**src/rtl/regfile_write_arbiter_if.sv**
```systemverilog
// regfile_write_arbiter_if: writeback, MDU and register-file write bundle.
// master drives requests; slave (arbiter) drives the port, stall and busy.
interface regfile_write_arbiter_if #(
  parameter int REG_COUNT = 32
);
  logic                 wb_write;
  logic [4:0]           wb_addr;
  logic [31:0]          wb_data;
  logic                 mdu_issue;
  logic [4:0]           mdu_issue_addr;
  logic                 mdu_valid;
  logic [4:0]           mdu_addr;
  logic [31:0]          mdu_data;
  logic                 mdu_ready;
  logic                 rf_write;
  logic [4:0]           rf_addr;
  logic [31:0]          rf_data;
  logic                 stall_req;
  logic [REG_COUNT-1:0] busy_vector;

  modport master (
    output wb_write, wb_addr, wb_data,
    output mdu_issue, mdu_issue_addr,
    output mdu_valid, mdu_addr, mdu_data,
    input  mdu_ready,
    input  rf_write, rf_addr, rf_data,
    input  stall_req, busy_vector
  );

  modport slave (
    input  wb_write, wb_addr, wb_data,
    input  mdu_issue, mdu_issue_addr,
    input  mdu_valid, mdu_addr, mdu_data,
    output mdu_ready,
    output rf_write, rf_addr, rf_data,
    output stall_req, busy_vector
  );
endinterface

```
**src/rtl/regfile_write_arbiter.sv**
```systemverilog
// regfile_write_arbiter: shares the RF write port between writeback and MDU.
// Ports: clk, rst (sync, active high), bus (slave modport). Macro: REGFILE_ARB_BYPASS_EN.
module regfile_write_arbiter #(
  parameter int REG_COUNT = 32,
  parameter int MAX_WAIT  = 4
) (
  input logic                   clk,
  input logic                   rst,
  regfile_write_arbiter_if.slave bus
);

  typedef enum logic [1:0] {
    EMPTY = 2'd0,
    HOLD  = 2'd1,
    FORCE = 2'd2
  } state_e;

  localparam logic [3:0] WAIT_LAST = 4'(MAX_WAIT - 1);

  state_e               state_q, state_d;
  logic [4:0]           buf_addr_q, buf_addr_d;
  logic [31:0]          buf_data_q, buf_data_d;
  logic [3:0]           wait_cnt_q, wait_cnt_d;
  logic                 stall_req_q, stall_req_d;
  logic [REG_COUNT-1:0] busy_q, busy_d;

  logic wb_eff;
  logic buf_valid;
  logic buf_drain;
  logic byp;
  logic mdu_ready;
  logic xfer;
  logic load;
  logic sel_wb;
  logic sel_buf;
  logic sel_byp;

  logic                 rf_write;
  logic [4:0]           rf_addr;
  logic [31:0]          rf_data;
  logic [REG_COUNT-1:0] set_mask;
  logic [REG_COUNT-1:0] clr_mask;

  assign wb_eff    = bus.wb_write && (bus.wb_addr != 5'd0);
  assign buf_valid = (state_q != EMPTY);
  assign buf_drain = buf_valid && !wb_eff;

`ifdef REGFILE_ARB_BYPASS_EN
  // Idle port and empty buffer: write the MDU result straight through.
  assign byp = !rst && !wb_eff && !buf_valid && bus.mdu_valid;
`else
  assign byp = 1'b0;
`endif

  assign mdu_ready = !rst && (!buf_valid || buf_drain);
  assign xfer      = bus.mdu_valid && mdu_ready;
  assign load      = xfer && !byp;

  assign sel_wb  = !rst && wb_eff;
  assign sel_buf = !rst && buf_drain;
  assign sel_byp = byp;

  always_comb begin
    rf_write = 1'b0;
    rf_addr  = 5'd0;
    rf_data  = 32'd0;
    unique case (1'b1)
      sel_wb: begin
        rf_write = 1'b1;
        rf_addr  = bus.wb_addr;
        rf_data  = bus.wb_data;
      end
      sel_buf: begin
        rf_write = (buf_addr_q != 5'd0);
        rf_addr  = buf_addr_q;
        rf_data  = buf_data_q;
      end
      sel_byp: begin
        rf_write = (bus.mdu_addr != 5'd0);
        rf_addr  = bus.mdu_addr;
        rf_data  = bus.mdu_data;
      end
      default: begin
      end
    endcase
  end

  always_comb begin
    state_d    = state_q;
    buf_addr_d = buf_addr_q;
    buf_data_d = buf_data_q;
    wait_cnt_d = wait_cnt_q;
    if (load) begin
      buf_addr_d = bus.mdu_addr;
      buf_data_d = bus.mdu_data;
    end
    unique case (state_q)
      EMPTY: begin
        if (load) begin
          state_d    = HOLD;
          wait_cnt_d = 4'd0;
        end
      end
      HOLD, FORCE: begin
        if (buf_drain) begin
          state_d    = load ? HOLD : EMPTY;
          wait_cnt_d = 4'd0;
        end else if (wait_cnt_q != WAIT_LAST) begin
          wait_cnt_d = wait_cnt_q + 4'd1;
        end else begin
          // Starved: stay here until writeback backs off.
          state_d = FORCE;
        end
      end
      default: begin
        state_d = EMPTY;
      end
    endcase
    stall_req_d = (state_d == FORCE);
  end

  always_comb begin
    set_mask = '0;
    clr_mask = '0;
    if (sel_buf) begin
      clr_mask[buf_addr_q] = 1'b1;
    end
    if (sel_byp) begin
      clr_mask[bus.mdu_addr] = 1'b1;
    end
    if (bus.mdu_issue && (bus.mdu_issue_addr != 5'd0)) begin
      set_mask[bus.mdu_issue_addr] = 1'b1;
    end
    // A new issue to a register retiring this cycle keeps it busy.
    busy_d = (busy_q & ~clr_mask) | set_mask;
  end

  always_ff @(posedge clk) begin
    if (rst) begin
      state_q     <= EMPTY;
      buf_addr_q  <= 5'd0;
      buf_data_q  <= 32'd0;
      wait_cnt_q  <= 4'd0;
      stall_req_q <= 1'b0;
      busy_q      <= '0;
    end else begin
      state_q     <= state_d;
      buf_addr_q  <= buf_addr_d;
      buf_data_q  <= buf_data_d;
      wait_cnt_q  <= wait_cnt_d;
      stall_req_q <= stall_req_d;
      busy_q      <= busy_d;
    end
  end

  assign bus.mdu_ready   = mdu_ready;
  assign bus.rf_write    = rf_write;
  assign bus.rf_addr     = rf_addr;
  assign bus.rf_data     = rf_data;
  assign bus.stall_req   = stall_req_q;
  assign bus.busy_vector = busy_q;

endmodule

```
**src/flat_wrapper.sv**
```systemverilog
// flat-port wrapper written by rule: the top's interface ports become plain ports
module regfile_write_arbiter_flat 
#(
  parameter int REG_COUNT = 32,
  parameter int MAX_WAIT  = 4
)
  (clk, rst, bus_wb_write, bus_wb_addr, bus_wb_data, bus_mdu_issue, bus_mdu_issue_addr, bus_mdu_valid, bus_mdu_addr, bus_mdu_data, bus_mdu_ready, bus_rf_write, bus_rf_addr, bus_rf_data, bus_stall_req, bus_busy_vector);
  regfile_write_arbiter_if #(.REG_COUNT(REG_COUNT)) bus_i ();
  input logic clk;
  input logic rst;
  input wire logic [$bits(bus_i.wb_write)-1:0] bus_wb_write;
  input wire logic [$bits(bus_i.wb_addr)-1:0] bus_wb_addr;
  input wire logic [$bits(bus_i.wb_data)-1:0] bus_wb_data;
  input wire logic [$bits(bus_i.mdu_issue)-1:0] bus_mdu_issue;
  input wire logic [$bits(bus_i.mdu_issue_addr)-1:0] bus_mdu_issue_addr;
  input wire logic [$bits(bus_i.mdu_valid)-1:0] bus_mdu_valid;
  input wire logic [$bits(bus_i.mdu_addr)-1:0] bus_mdu_addr;
  input wire logic [$bits(bus_i.mdu_data)-1:0] bus_mdu_data;
  output wire logic [$bits(bus_i.mdu_ready)-1:0] bus_mdu_ready;
  output wire logic [$bits(bus_i.rf_write)-1:0] bus_rf_write;
  output wire logic [$bits(bus_i.rf_addr)-1:0] bus_rf_addr;
  output wire logic [$bits(bus_i.rf_data)-1:0] bus_rf_data;
  output wire logic [$bits(bus_i.stall_req)-1:0] bus_stall_req;
  output wire logic [$bits(bus_i.busy_vector)-1:0] bus_busy_vector;
  assign bus_i.wb_write = bus_wb_write;
  assign bus_i.wb_addr = bus_wb_addr;
  assign bus_i.wb_data = bus_wb_data;
  assign bus_i.mdu_issue = bus_mdu_issue;
  assign bus_i.mdu_issue_addr = bus_mdu_issue_addr;
  assign bus_i.mdu_valid = bus_mdu_valid;
  assign bus_i.mdu_addr = bus_mdu_addr;
  assign bus_i.mdu_data = bus_mdu_data;
  assign bus_mdu_ready = bus_i.mdu_ready;
  assign bus_rf_write = bus_i.rf_write;
  assign bus_rf_addr = bus_i.rf_addr;
  assign bus_rf_data = bus_i.rf_data;
  assign bus_stall_req = bus_i.stall_req;
  assign bus_busy_vector = bus_i.busy_vector;
  regfile_write_arbiter #(.REG_COUNT(REG_COUNT), .MAX_WAIT(MAX_WAIT)) u_core (.clk(clk), .rst(rst), .bus(bus_i));
endmodule
```
**config.mk**
```make
export PLATFORM = sky130hd
export DESIGN_NAME = regfile_write_arbiter_flat
export DESIGN_NICKNAME = d
export VERILOG_FILES = /design/src/rtl/regfile_write_arbiter_if.sv /design/src/rtl/regfile_write_arbiter.sv /design/src/flat_wrapper.sv
export SDC_FILE = /design/constraint.sdc
export NUM_CORES = 1
export LEC_CHECK = 0
export CORE_ASPECT_RATIO = 0.8
export CORE_MARGIN = 4
export CORE_UTILIZATION = 30
export CTS_CLUSTER_SIZE = 14
export DETAILED_ROUTE_END_ITERATION = 8
export PLACE_DENSITY = 0.66
export SLEW_MARGIN = 20
export SYNTH_ARGS = -nofsm -noshare
export SYNTH_HDL_FRONTEND = slang
export SYNTH_SLANG_ARGS = --single-unit
```
**constraint.sdc**
```tcl
create_clock -name clk -period 4.7 [get_ports clk]
set_input_delay 0.94 -clock clk [delete_from_list [all_inputs] [get_ports clk]]
set_output_delay 0.94 -clock clk [all_outputs]
set_load 0.1 [all_outputs]
```
# Word level (Yosys, flattened, before mapping)
# Index checks and enable logic that the tools add are counted.
[word_totals]
mem_bits_rw = 0
mem_bits_ro = 0
regBits = 76
word_cells = 59
latchBits = 0
input_bits = 84
n_memories = 0
output_inout_bits = 72
[op_classes]
n_div = 0
muxes = 18
eq_ne = 6
n_lt_le_gt_ge = 4
bitwise_logic = 3
n_reduce_logical = 21
addsub = 1
mul = 0
n_shift = 0
[ops]
columns = ["op", "n"]
rows = [
  ["2-to-1 mux 32 bit", 2],
  ["case mux 32 bit (2 select lines)", 1],
  ["bitwise AND 32 bit", 1],
  ["inverter 32 bit", 1],
  ["bitwise OR 32 bit", 1],
  ["nonzero test 5 bit", 3],
  ["< comparator 5 x 6 -> 1 bit (second input constant)", 2],
  ["2-to-1 mux 4 bit", 3],
  ["demux 1 bit (select 5 bit)", 2],
  [">= comparator 5 x 1 -> 1 bit (second input constant)", 2],
  ["case mux 5 bit (2 select lines)", 1],
  ["logical AND 1 bit", 9],
  ["case mux 4 bit (2 select lines)", 1],
  ["2-to-1 mux 2 bit", 3],
  ["adder 4 x 1 -> 4 bit (second input constant)", 1],
  ["== test 2 bit (second input constant)", 2],
  ["!= test 4 x 2 -> 1 bit (second input constant)", 1],
  ["case mux 2 bit (2 select lines)", 1],
  ["nonzero test 2 bit", 2],
  ["zero test 1 bit", 3],
  ["2-to-1 mux 1 bit", 3],
  ["!= test 3 x 1 -> 1 bit (second input constant)", 1],
  ["AND reduction 3 bit", 1],
  ["== test 2 x 1 -> 1 bit (second input constant)", 1],
  ["5 further kinds", 5],
]

# Longest topological paths before layout
[logic_depth]
depth_word = 11
ltp_mapped = 7
depth_no_buf = 6

# Least setup slack after synthesis
# Ideal clock, no wire load.
[synth_timing]
kind = "input-to-output"
start = "input port bus_wb_addr[4]"
end = "output port bus_rf_write"
setup_slack_ns = 0.325
required_time_ns = 3.760
arrival_ns = 3.435
path_stages = 5
path_buffers = 1
path_cell_list = "or3_4 o31ai_4 buf_2 nand2_1 o22ai_1"
[synth_via]
elab_chain_cells = 6
word_cells_on_any_way = 7
classes_between = "mux: 1; reduce/logical: 6"
[synth_lines]
columns = ["item", "line_no", "source"]
rows = [
  ["start, declared", "flat_wrapper.sv:12", "input wire logic [$bits(bus_i.wb_addr)-1:0] bus_wb_addr;"],
  ["nonzero test 5 bit (*)", "regfile_write_arbiter.sv:44", "assign wb_eff = bus.wb_write && (bus.wb_addr != 5'd0);"],
  ["logical AND 1 bit (*)", "regfile_write_arbiter.sv:44", ""],
  ["zero test 1 bit", "regfile_write_arbiter.sv:46", "assign buf_drain = buf_valid && !wb_eff;"],
  ["logical AND 1 bit", "regfile_write_arbiter.sv:46", ""],
  ["logical AND 1 bit", "regfile_write_arbiter.sv:60", "assign sel_buf = !rst && buf_drain;"],
  ["case mux 1 bit (2 select lines) (*)", "regfile_write_arbiter.sv:67", "unique case (1'b1)"],
  ["end, declared", "flat_wrapper.sv:20", "output wire logic [$bits(bus_i.rf_write)-1:0] bus_rf_write;"],
]
# Mark *: on every way between the ends. The rest lies on a longest branch, timed or not.

# Final worst setup path
[layout_timing]
start = "input port bus_wb_addr[4]"
end = "output port bus_rf_data[21]"
[layout_via]
elab_chain_cells = 6
word_cells_on_any_way = 7
classes_between = "mux: 1; reduce/logical: 6"
[layout_lines]
columns = ["item", "line_no", "source"]
rows = [
  ["nonzero test 5 bit (*)", "regfile_write_arbiter.sv:44", ""],
  ["logical AND 1 bit (*)", "regfile_write_arbiter.sv:44", ""],
  ["zero test 1 bit", "regfile_write_arbiter.sv:46", ""],
  ["logical AND 1 bit", "regfile_write_arbiter.sv:46", ""],
  ["logical AND 1 bit", "regfile_write_arbiter.sv:60", ""],
  ["case mux 32 bit (2 select lines) (*)", "regfile_write_arbiter.sv:67", ""],
  ["end, declared", "flat_wrapper.sv:22", "output wire logic [$bits(bus_i.rf_data)-1:0] bus_rf_data;"],
]
# Marked as above.

==> impl.org <==
** Layout
- Number of fill cells in the layout :: 1131
- Area of all sequential standard cells :: 1520 sq um
- From synthesis to final layout, the design area changed by 61.2%.
- Diode count :: 0
- Layout Nets :: 635
- Of the cells placed in the final design, the portion with a size suffix greater than 1 is 0.217.
- Combined area of the multi-input logic cells :: 2170 sq um
- Final core area utilization :: 0.503
- The finished layout holds 723 standard cells, fillers aside.

** Routing
- Average detailed-routed wire length per instance :: 17.3 um
- Using the TritonRoute via totals, the vias-per-cell ratio works out to 5.17.
- In this run the remaining antenna-violating nets after routing total 0.
- Total detailed-routing wirelength :: 12500 um
- The first routing iteration left 277 violations.
- Total via count after detailed routing :: 3735
- DRC violations left :: 0
- The first detailed-routing pass ran for 5 iterations.

** Worst setup path
- CP endpoint kind :: output port
- Reg-to-reg critical path endpoint :: u_core.bus.busy_vector[8]$_SDFF_PP0_
- Of all nets on the critical path, the largest fanout is 37.
- The cell family contributing the most delay on the critical path is buffers and inverters.
- For this design, the slowest cell found on the critical path is clkdlybuf4s50_1.
- Counting cells, the worst reg-to-reg path comes to 6.
- Category of the critical setup timing path :: in2out
- Startpoint types :: input port
- Worst path required time :: 3.76 ns
- Number of buffer and inverter instances along the worst setup path :: 3
- Arrival time worst endpoint :: 3.23 ns
- Setup slack on the worst reg-to-reg path comes out at 2.25 ns.
- The worst register-to-register path begins at u_core.state_q[0]$_SDFF_PP0_.
- For this run, the slowest stage of the critical path takes 0.46 ns.
- Traced cell by cell, the critical path runs through clkdlybuf4s50_1 > or3_4 > o31a_4 > nor3_4 > buf_4 > a22o_1 > buf_12.

** Yosys
- Library cell with the largest summed area after synthesis :: dfxtp_1
- Of the synthesized area, sequential elements account for 0.393.
- Of the post-synthesis cell area, the dominant cell type holds 0.393.
- Share of flip-flops with an asynchronous set or reset :: 0
- Top-count cell post-synth :: dfxtp_1
- Top post-synthesis cells by count :: dfxtp_1 (76), nor2b_1 (40), mux2_2 (37)
- Yosys cell types :: 51
- Per-instance average area after synthesis :: 9.55 sq um
- Net count after synthesis :: 492
- Synthesis produced 405 cells.
- Number of synthesized register bits :: 76
- After synthesis, the cell types taking the most area are dfxtp_1 (39%), mux2_2 (11%), a22o_1 (8.2%), nor2b_1 (6.5%), a32o_1 (3.1%).
- After synthesis the cells add up to 3870 sq um.
- Number of enable flip-flop cells after synthesis :: 0
- Number of warnings printed during yosys synthesis :: 0
- The most used flip-flop cell after synthesis is dfxtp_1.

** Floorplan
- Number of top-level pins :: 156
- The die is 135 um wide.
- The core region is 12400 sq um.
- Effective utilization at floorplan :: 0.312
- The floorplan step set the die height to 110 um.
- Die area :: 14800 sq um
- Number of rows created at floorplan :: 36

** GRT
- Number of antenna violations at the first check in global routing :: 0
- Across every metal layer, demand over resource in global routing totals 0.168.
- Aggregate global routing overflow :: 0
- The via count of the first global-routing pass was 3780.
- The first global-routing pass estimated 19800 um of wire.
- Entering global routing, the biggest net connects 38 pins.

** Timing
- Final period demand of the worst path :: 4.17 ns
- Worst Tran Pin Value :: 1.00 ns
- Hold is met by 0.492 ns.
- Top achievable clock speed :: 240 MHz
- Number of failing hold endpoints at the final stage :: 0
- Share of the clock period used by the worst path :: 0.887
- Setup repair after global routing left no endpoint under its margin.
- Final slew viol count :: 0
- Rel. slew slack :: 0.328
- Number of endpoints failing setup at the final stage :: 0
- Setup clock skew after layout :: 0.00779 ns
- Once routing completed, OpenROAD measured the worst setup slack at 0.530 ns.
- In the final timing run, aggregate negative setup slack is 0 ns.

** Power
- The share of total power dissipated in sequential elements is 0.361.
- In this run the power spent charging and discharging nets is 0.000549 W.
- Switching share of power :: 0.281
- Worst supply voltage drop on vdd :: 0.158 mV
- Portion of total power attributed to combinational logic :: 0.235
- The internal power of the cells totals 0.00140 W.
- Of the total power, the clock network draws 0.404.
- Standby leakage power :: 2.33 nW
- Power spread over the standard cell area amounts to 313 nW/um^2.

** Clocking
- CTS built an H-tree with a depth of 3.
- TritonCTS built the clock tree.
- Latest clock arrival within the worst-skew pair :: 0.33 ns
- Reg clk slew, reported paths :: 0.05 ns
- For this design, the CTS-stage hold fixing added 0 buffers.
- Counting the buffers created by CTS gives 9.
- Buffers added to address setup during post-CTS repair amount to 0.
- Deepest clock path buffer count :: 2
- The number of gates resized after CTS was 0.
- The tree built by TritonCTS fans out to 76 sinks.
- Library cell used as clock root buffer :: clkbuf_16

** Placed design
- Quantity of I/O buffers inserted on ports :: 155
- Placement Setup Slack :: 0.545 ns
- Hpwl dp :: 9370 um
- Placed cell count :: 708
- Routability-driven placement finished with a final weighted congestion of 0.850.

** Outcome
- Outcome :: completed

** Min path
- Critical hold path startpoint :: u_core.bus.busy_vector[31]$_SDFF_PP0_
- The worst hold path belongs to the class reg2reg.
- Along the worst hold path, the cell count comes to 1.
- For hold timing, the worst endpoint is u_core.bus.busy_vector[31]$_SDFF_PP0_.

** Run
- Max-Cap Viols :: 0
routing by layer:
layer  wire (um)  up-vias  GRT usage
met5           0        -          0
met4         184        0     0.0417
met3         836       13     0.0480
met2        5730      122      0.277
met1        5760     1803      0.220
li1            -     1797          -
sequential cells by signal, summed over array words and instances, names as in the netlist:
signal	count
u_core.buf_addr_q	5
u_core.state_q	2
u_core.buf_data_q	32
u_core.bus.stall_req	1
u_core.wait_cnt_q	4
u_core.bus.busy_vector	32
metrics by stage:
step | power, W | instance area, sq um
global route | 0.00202 | 6230
detailed placement | 0.00118 | 5890
CTS | 0.00197 | 6230
global placement | 0.00117 | 5890
floorplan | 0.000989 | 3870
finish | 0.00195 | 6230
worst max path at each step:
stage,start,end,cells past startpoint
after floorplan,bus_wb_addr[4],bus_rf_write,5
after global placement,bus_wb_addr[4],bus_rf_addr[0],7
after detailed placement,bus_wb_addr[4],bus_rf_data[21],7
after CTS,bus_wb_addr[4],bus_rf_data[21],7
after global routing,bus_wb_addr[4],bus_rf_data[29],7
final,bus_wb_addr[4],bus_rf_data[21],7
area by class of cell:
cell class                 instances  share of cell area
sequential                        76               0.244
clock inverter                     4              0.0157
inverter                           6             0.00361
multi-input combinational        294               0.347
clock buffer                      11              0.0389
timing repair buffer             161               0.316
tap                              171              0.0343
cell usage in the layout (no fill, tap or decap), types with 10 or more instances in the layout:
cell,synthesis,layout
clkdlybuf4s50_1,0,115
dfxtp_1,76,76
nor2b_1,40,40
buf_12,0,38
mux2_2,37,37
a22o_1,36,36
nand2_1,24,24
nor2_1,23,22
a21oi_1,13,13
nand4_1,12,12
a32o_1,12,12
nor3_1,10,10
cell families (layout without fill, tap and decap cells):
family | after synthesis | count (layout) | synth area share
mux | 37 | 37 | 0.108
buf+inv | 35 | 182 | 0.0472
compound gates | 98 | 98 | 0.213
simple gates | 156 | 156 | 0.229
flops | 76 | 76 | 0.393
fa+ha+maj | 3 | 3 | 0.00971
power by group through the flow:
stage	sequential [W]	clock (W)	combinational [W]
2_1_floorplan	0.000727	0	0.000262
3_3_place_gp	0.000717	0	0.000452
3_5_place_dp	0.000718	0	0.000459
4_1_cts	0.000704	0.000811	0.000461
5_1_grt	0.000708	0.000832	0.000482
6_report	0.000704	0.000789	0.000460
Note: power is estimated with default switching activity, not from simulation.
